<file path="config.mk">
export PLATFORM = sky130hd
export DESIGN_NAME = game_state_ctrl
export DESIGN_NICKNAME = d
export VERILOG_FILES = /design/src/rtl/game_state_ctrl.sv
export SDC_FILE = /design/constraint.sdc
export NUM_CORES = 1
export LEC_CHECK = 0
export BUFFER_PORTS_ARGS = -buffer_cell sky130_fd_sc_hd__buf_2
export CORE_AREA = 2 2 166 136
export DETAILED_ROUTE_END_ITERATION = 12
export DIE_AREA = 0 0 168 138
export PLACE_DENSITY = 0.71
export SYNTH_ARGS = -nofsm -noshare
export SYNTH_HDL_FRONTEND = slang
export SYNTH_SLANG_ARGS = --single-unit
export TNS_END_PERCENT = 5
</file>
<file path="constraint.sdc">
create_clock -name clk -period 29.9 [get_ports clk]
set_clock_uncertainty 0.05 [all_clocks]
set_input_delay 4.485 -clock clk [delete_from_list [all_inputs] [get_ports clk]]
set_output_delay 4.485 -clock clk [all_outputs]
set_load 0.02 [all_outputs]
</file>
<file path="src/rtl/game_state_ctrl.sv">
// Game-flow controller for the brick-breaker core: level progression, pause,
// timed level-clear interlude, start/restart handshake and live brick count.
module game_state_ctrl #(
  parameter int N_BRICKS   = 50,
  parameter int HEALTH_W   = 4,
  parameter int N_LEVELS   = 3,
  parameter int CLEAR_HOLD = 100,
  parameter int LOAD_GUARD = 2
) (
  input  logic                                          clk,
  input  logic                                          reset,
  input  logic                                          start,
  input  logic                                          pause,
  input  logic [HEALTH_W-1:0]                           health,
  input  logic [N_BRICKS-1:0]                           bk_touched,
  output logic [1:0]                                    game_state,
  output logic                                          paused,
  output logic [((N_LEVELS > 1) ? $clog2(N_LEVELS) : 1)-1:0] level,
  output logic                                          level_load,
  output logic [$clog2(N_BRICKS+1)-1:0]                 bricks_left,
  output logic                                          clear_busy
);

  localparam int LVL_W = (N_LEVELS > 1) ? $clog2(N_LEVELS) : 1;
  localparam int BL_W  = $clog2(N_BRICKS + 1);
  localparam int GRD_W = $clog2(LOAD_GUARD + 1);
  localparam int CLR_W = (CLEAR_HOLD > 1) ? $clog2(CLEAR_HOLD) : 1;
  localparam logic [LVL_W-1:0] LAST_LEVEL = LVL_W'(N_LEVELS - 1);

  typedef enum logic [2:0] {IDLE, PLAY, PAUSE, CLEAR, WIN, LOSE} state_t;

  state_t            state, state_n;
  logic [GRD_W-1:0]  guard, guard_n;
  logic [CLR_W-1:0]  clr_cnt, clr_n;
  logic [LVL_W-1:0]  level_n;
  logic              load_n;
  logic              prev_start, prev_pause;
  logic              start_rise, pause_rise, all_done;
  logic [BL_W-1:0]   zero_cnt;

  assign start_rise = start & ~prev_start;
  assign pause_rise = pause & ~prev_pause;
  assign all_done   = &bk_touched;

  function automatic logic [1:0] gs_of(state_t s);
    case (s)
      PLAY, PAUSE, CLEAR: gs_of = 2'b01;
      WIN:                gs_of = 2'b11;
      LOSE:               gs_of = 2'b10;
      default:            gs_of = 2'b00;
    endcase
  endfunction

  always_comb begin
    zero_cnt = '0;
    for (int i = 0; i < N_BRICKS; i++) begin
      if (!bk_touched[i]) zero_cnt = zero_cnt + BL_W'(1);
    end
  end

  // Brick completion outranks death, which outranks pause, while playing.
  always_comb begin
    state_n = state;
    guard_n = guard;
    clr_n   = clr_cnt;
    level_n = level;
    load_n  = 1'b0;
    case (state)
      IDLE: begin
        if (start_rise) begin
          state_n = PLAY;
          level_n = '0;
          load_n  = 1'b1;
          guard_n = GRD_W'(LOAD_GUARD);
        end
      end
      PLAY: begin
        if (guard != '0) guard_n = guard - GRD_W'(1);
        if (all_done && guard == '0) begin
          if (level == LAST_LEVEL) begin
            state_n = WIN;
          end else begin
            state_n = CLEAR;
            clr_n   = CLR_W'(CLEAR_HOLD - 1);
          end
        end else if (health == '0) begin
          state_n = LOSE;
        end else if (pause_rise) begin
          state_n = PAUSE;
        end
      end
      PAUSE: begin
        if (pause_rise) state_n = PLAY;
      end
      CLEAR: begin
        if (clr_cnt == '0) begin
          state_n = PLAY;
          level_n = level + LVL_W'(1);
          load_n  = 1'b1;
          guard_n = GRD_W'(LOAD_GUARD);
        end else begin
          clr_n = clr_cnt - CLR_W'(1);
        end
      end
      WIN, LOSE: begin
        if (start_rise) begin
          state_n = IDLE;
          level_n = '0;
        end
      end
      default: state_n = IDLE;
    endcase
  end

  // Outputs are registered from the next state so they line up with it.
  always_ff @(posedge clk) begin
    if (reset) begin
      state       <= IDLE;
      guard       <= '0;
      clr_cnt     <= '0;
      level       <= '0;
      level_load  <= 1'b0;
      game_state  <= 2'b00;
      paused      <= 1'b0;
      clear_busy  <= 1'b0;
      bricks_left <= BL_W'(N_BRICKS);
      prev_start  <= 1'b1;
      prev_pause  <= 1'b1;
    end else begin
      state       <= state_n;
      guard       <= guard_n;
      clr_cnt     <= clr_n;
      level       <= level_n;
      level_load  <= load_n;
      game_state  <= gs_of(state_n);
      paused      <= (state_n == PAUSE);
      clear_busy  <= (state_n == CLEAR);
      bricks_left <= zero_cnt;
      prev_start  <= start;
      prev_pause  <= pause;
    end
  end

endmodule

</file>
# After elaboration in Yosys (flattened, before gate mapping)
# Index checks and enable logic that the tools add are counted.
# Widths: inputs -> output; s select.
# totals
wordCells	175
out_inout_bits	13
ff_bits	27
# classes
mux	74
reduce_logical	16
n_eq_ne	18
bitwise_logic	4
n_addsub	52
# ops
operator	n
$add 6x1->6 const B	49
$mux 6	49
$reduce_and 50->1	1
$mux 3	8
$mux 7	3
$pmux 3 s5	1
$pmux 7 s2	1
$eq 3x2->1 const B	4
$eq 3x3->1 const B	4
$ne 2x2->1 const B	6
$pmux 2 s3	2
$mux 2	5
$reduce_and 4->1	2
$logic_not 7->1	1
$sub 7x1->7 const B	1
$eq 3x1->1 const B	2
$reduce_bool 2->1	3
$reduce_or 3->1	2
$logic_not 4->1	1
$pmux 2 s2	1
$logic_not 3->1	1
$mux 1	3
$reduce_and 3->1	1
$reduce_bool 3->1	1
10 further kinds	12

# Logic depth before layout (Yosys ltp)
# depth
depth_word	99
depth_mapped	140

# Least setup slack after synthesis
# Ideal clock, no wire load.
# synth_timing
kind	input port to flip-flop
from	input bk_touched[2]
to	register bricks_left[5]
path_slack_ns	2.008
cell_stages	131
arrival_time_ns	27.770
required_ns	29.778
path_cell_list	buf_2 -> clkbuf_1 -> mux2i_1 -> ha_1 -> nand2b_1 -> o21ai_0 -> mux2_2 -> xnor2_1 -> mux2_2 -> ha_1 -> a2bb2oi_1 -> nor2_1 -> xnor2_1 -> nor2_1 -> a21oi_1 -> ha_1 -> mux2i_1 -> o31ai_1 -> [95 not listed] -> ha_1 -> inv_1 -> o22ai_1 -> or2_2 -> nand2_1 -> mux2i_1 -> ha_1 -> nor2b_1 -> xnor2_1 -> xor2_1 -> nor3_1 -> nor3_2 -> xor2_1 -> a221oi_2 -> xnor2_2 -> mux2i_1 -> xnor2_1 -> mux2i_1
# synth_between
elab_chain_len	95
# synth_lines
item	line	source
start, declared	15	input logic [N_BRICKS-1:0] bk_touched,
$mux 6 *	57	if (!bk_touched[i]) zero_cnt = zero_cnt + BL_W'(1);
$add 6x1->6	57	
$mux 6 *	57	
$add 6x1->6	57	
$mux 6 *	57	
$add 6x1->6	57	
$mux 6 *	57	
$add 6x1->6	57	
[79 not listed]	n/a	
$add 6x1->6	57	
$mux 6 *	57	
$add 6x1->6	57	
$mux 6 *	57	
$add 6x1->6	57	
$mux 6 *	57	
$add 6x1->6	57	
$mux 6 *	57	
end signal, assigned	126	bricks_left <= BL_W'(N_BRICKS);
end signal, assigned	138	bricks_left <= zero_cnt;
end, declared	20	output logic [$clog2(N_BRICKS+1)-1:0] bricks_left,
# Every way passes the cells marked *; elsewhere a longest branch is shown, timed or not.
# A chain may end at the register's enable or synchronous reset.

# Final worst setup path
# layout_timing
from	input bk_touched[0]
to	register bricks_left[5]
# layout_between
elab_chain_len	99
# layout_lines
item	line
$mux 1 *	57
$add 6x1->6	57
$mux 6 *	57
$add 6x1->6	57
$mux 6 *	57
$add 6x1->6	57
$mux 6 *	57
$add 6x1->6	57
[83 not listed]	n/a
$add 6x1->6	57
$mux 6 *	57
$add 6x1->6	57
$mux 6 *	57
$add 6x1->6	57
$mux 6 *	57
$add 6x1->6	57
$mux 6 *	57
# Marked as above.

==> flow_metrics.env <==
export IMPL_outcome="completed"
export IMPL_yosysUniqueCellTypes=81
export IMPL_crit_top_cell="sky130_fd_sc_hd__ha_1"
export IMPL_cts_max_path_buffers=2
export IMPL_via_count=8971
export IMPL_routed_wire_length_per_instance_um=14.4
export IMPL_synth_async_reset_ratio_pct=0
export IMPL_period_minus_slack_ps=28750
export IMPL_overall_die_width_um=168
export IMPL_final_layout_size_suffix_gt1_share_pct=18.1
export IMPL_post_layout_inst_area_um2=10700
export IMPL_worstSetupPathDepth=137
export IMPL_globalRouteTotalUtil_pct=19.1
export IMPL_syn_cell_area_um2=9530
export IMPL_synth_flop_cell="sky130_fd_sc_hd__dfxtp_1"
export IMPL_period_share_pct=96.1
export IMPL_finalWeightedCongestion=0.859
export IMPL_finalHoldViolations=0
export IMPL_cts_sinks=27
export IMPL_multi_input_area_um2=8860
export IMPL_global_route_usage_met2_pct=29.5
export IMPL_largest_net_degree_at_the_start_of_global_routing=25
export IMPL_die_area_um2=23200
export IMPL_fp_row_count=49
export IMPL_timing_fmax_mhz=34.8
export IMPL_timing_setup_critical_path_class="primary input to flop"
export IMPL_critical_path_startpoint_type="primary input"
export IMPL_vias_in_the_first_global_route=8066
export IMPL_seq_area_um2=541
export IMPL_slowest_stage="sky130_fd_sc_hd__or4_4"
export IMPL_timing_critical_path_fanout_max=4
export IMPL_first_iter_violations=584
export IMPL_via_per_inst=5.55
export IMPL_syn_inst=1288
export IMPL_drc=0
export IMPL_synth_seq_area_share_pct=5.67
export IMPL_synthToLayoutAreaGrowth_pct=12.2
export IMPL_cp_buffers_inverters=7
export IMPL_clkLatencyLatePin_ps=260
export IMPL_chipHeight_um=138
export IMPL_most_common_cell_after_layout_fill_and_taps_aside="sky130_fd_sc_hd__xnor2_1"
export IMPL_drt_total_wl_um=23300
export IMPL_drt_pass1_iter_count=5
export IMPL_timing_max_slew_rel_slack_pct=30.7
export IMPL_tightestPinTransition_ps=1030
export IMPL_top_level_ports=71
export IMPL_timing_critical_path_arrival_ps=28890
export IMPL_whs_path_depth=1
export IMPL_ff2ff_path_depth=12
export IMPL_antenna_violating_nets_post_route=0
export IMPL_globalRouteOverflowTotal=0
export IMPL_cts_made_buffers=3
export IMPL_effective_utilization_at_floorplan_pct=43.8
export IMPL_worst_path_dominant_cell_family="adder cells"
export IMPL_yosysWarnings=0
export IMPL_endpoint_kind_of_the_worst_setup_timing_path="flop"
export IMPL_num_nets_final=1449
export IMPL_worst_setup_hold_path_clk_slew_ps=70
export IMPL_core_area_um2=21800
export IMPL_mean_post_synth_cell_area_um2=7.40
export IMPL_tritoncts="yes"
export IMPL_cp_slowest_stage_delay_ps=510
export IMPL_placed_cell_area_um2=10000
export IMPL_max_cap_viol_count=0
export IMPL_cts_root_buffer_cell="sky130_fd_sc_hd__clkbuf_16"
export IMPL_cp_data_required_time_ps=30050
export IMPL_grt_antenna_before_repair=4
export IMPL_gr_usage_met1_pct=29.1
export IMPL_number_of_buffers_inserted_by_port_buffering=70
export IMPL_synth_edf_count=0
export IMPL_fin_max_slew_vios=0
export IMPL_postSynthNetCount=1401
export IMPL_min_path_type="flop to flop"
export IMPL_postSynthRegisterBits=27
export IMPL_grt_first_pass_wirelength_um=38500
export IMPL_grt_most_used_layer="met2"
export IMPL_final_cell_mix="147 x sky130_fd_sc_hd__xnor2_1, 126 x sky130_fd_sc_hd__nor2_1, 104 x sky130_fd_sc_hd__nand2_1"
export IMPL_place_detailed_hpwl_um=18200
export IMPL_gr_usage_met3_pct=2.35
export IMPL_setup_violations=0
export IMPL_cts_max_level=1
export IMPL_final_fill_count=2064
metal layers:
metal	up-vias	wire length (um)
met2	153	10100
met1	4147	12000
li1	4648	-
met4	4	227
met3	19	958
met5	-	23
flip-flops by register name, indices dropped and copies added (netlist names):
register     count
bricks_left      6
clear_busy       1
clr_cnt          7
game_state       2
guard            2
level            2
level_load       1
paused           1
prev_pause       1
prev_start       1
state            3
worst register-to-register path: stages (launching register included):
cell	delay [ps]
sky130_fd_sc_hd__dfxtp_1	320
sky130_fd_sc_hd__inv_1	60
sky130_fd_sc_hd__ha_1	220
sky130_fd_sc_hd__nand3_1	120
sky130_fd_sc_hd__nor4_1	310
sky130_fd_sc_hd__nand4_1	330
sky130_fd_sc_hd__nor4_1	760
sky130_fd_sc_hd__nor2_1	150
sky130_fd_sc_hd__or4_1	500
sky130_fd_sc_hd__nor3_1	200
sky130_fd_sc_hd__xor2_1	160
sky130_fd_sc_hd__nor2_1	50
sky130_fd_sc_hd__nor2_1	110
synth_stat cells (10+ instances only):
cell | n | area, um2
sky130_fd_sc_hd__or3_1 | 13 | 81.3
sky130_fd_sc_hd__a21oi_1 | 72 | 360
sky130_fd_sc_hd__inv_1 | 63 | 236
sky130_fd_sc_hd__mux2i_1 | 30 | 300
sky130_fd_sc_hd__xnor2_1 | 155 | 1360
sky130_fd_sc_hd__nor4_1 | 11 | 68.8
sky130_fd_sc_hd__nor2b_1 | 47 | 294
sky130_fd_sc_hd__xnor3_2 | 10 | 238
sky130_fd_sc_hd__a211oi_1 | 15 | 113
sky130_fd_sc_hd__ha_1 | 55 | 688
sky130_fd_sc_hd__nand2_1 | 105 | 394
sky130_fd_sc_hd__nand4_1 | 13 | 81.3
sky130_fd_sc_hd__a31oi_1 | 21 | 131
sky130_fd_sc_hd__clkbuf_1 | 45 | 169
sky130_fd_sc_hd__nor2_1 | 129 | 484
sky130_fd_sc_hd__xor2_1 | 55 | 482
sky130_fd_sc_hd__nand2b_1 | 37 | 231
sky130_fd_sc_hd__xnor3_1 | 12 | 270
sky130_fd_sc_hd__nor3_1 | 43 | 215
sky130_fd_sc_hd__o21ai_0 | 55 | 275
sky130_fd_sc_hd__nor3b_1 | 15 | 113
sky130_fd_sc_hd__mux2_2 | 14 | 158
sky130_fd_sc_hd__dfxtp_1 | 27 | 541
sky130_fd_sc_hd__nand3b_1 | 11 | 82.6
sky130_fd_sc_hd__nand3_1 | 24 | 120
sky130_fd_sc_hd__xnor2_2 | 12 | 195
worst paths after layout:
kind	startpoint	end	slack, ps
worst max-delay path	bk_touched[0]	bricks_left[5]$_SDFF_PP1_	1150
worst min-delay path	clr_cnt[0]$_SDFFE_PP0P_	clr_cnt[0]$_SDFFE_PP0P_	430
worst max register to register	guard[0]$_SDFFE_PP0P_	clr_cnt[5]$_SDFFE_PP0P_	26490
worst min register to register	clr_cnt[0]$_SDFFE_PP0P_	clr_cnt[0]$_SDFFE_PP0P_	430
per-stage QoR:
| step | TNS [ps] | hold slack, ps | setup WS [ps] | cells | utilization (%) |
|---|---|---|---|---|---|
| 2_1_floorplan | 0 | 394 | 2010 | 1288 | - |
| 6_report | 0 | 434 | 1150 | 1616 | 49.2 |
| 4_1_cts | 0 | 438 | 67.0 | 1585 | 46.5 |
| 3_5_place_dp | -888 | 423 | -415 | 1580 | 46.0 |
| 5_1_grt | -628 | 469 | -366 | 1615 | 49.2 |
| 3_3_place_gp | 0 | 406 | 354 | 1580 | 46.0 |
final cells by class:
cell class / count / share of cell area, %
multi-input combinational: 1133 / 82.8
timing repair buffer: 105 / 5.75
sequential: 27 / 5.05
tap: 280 / 3.27
inverter: 66 / 2.34
clock buffer: 3 / 0.702
clock inverter: 1 / 0.0468
antenna: 1 / 0.0234
logic make-up after synthesis:
kind of cell    after synthesis  share of synthesized area (%)
simple gates                496                           26.5
compound gates              271                           18.5
xor+xnor                    265                           31.7
buf+inv                     128                           5.20
fa+ha+maj                    56                           7.32
mux                          45                           5.04
flops                        27                           5.67
repair_timing:
item,in CTS,in global routing
gates resized for setup,2,72
setup endpoints to repair,2,5
pin swaps,0,38
hold buffers,0,0
buffers inserted,1,30
Power is left out: the tool's default activity adds up to more than one toggle a clock period on the data nets, which glitch-free logic cannot reach.
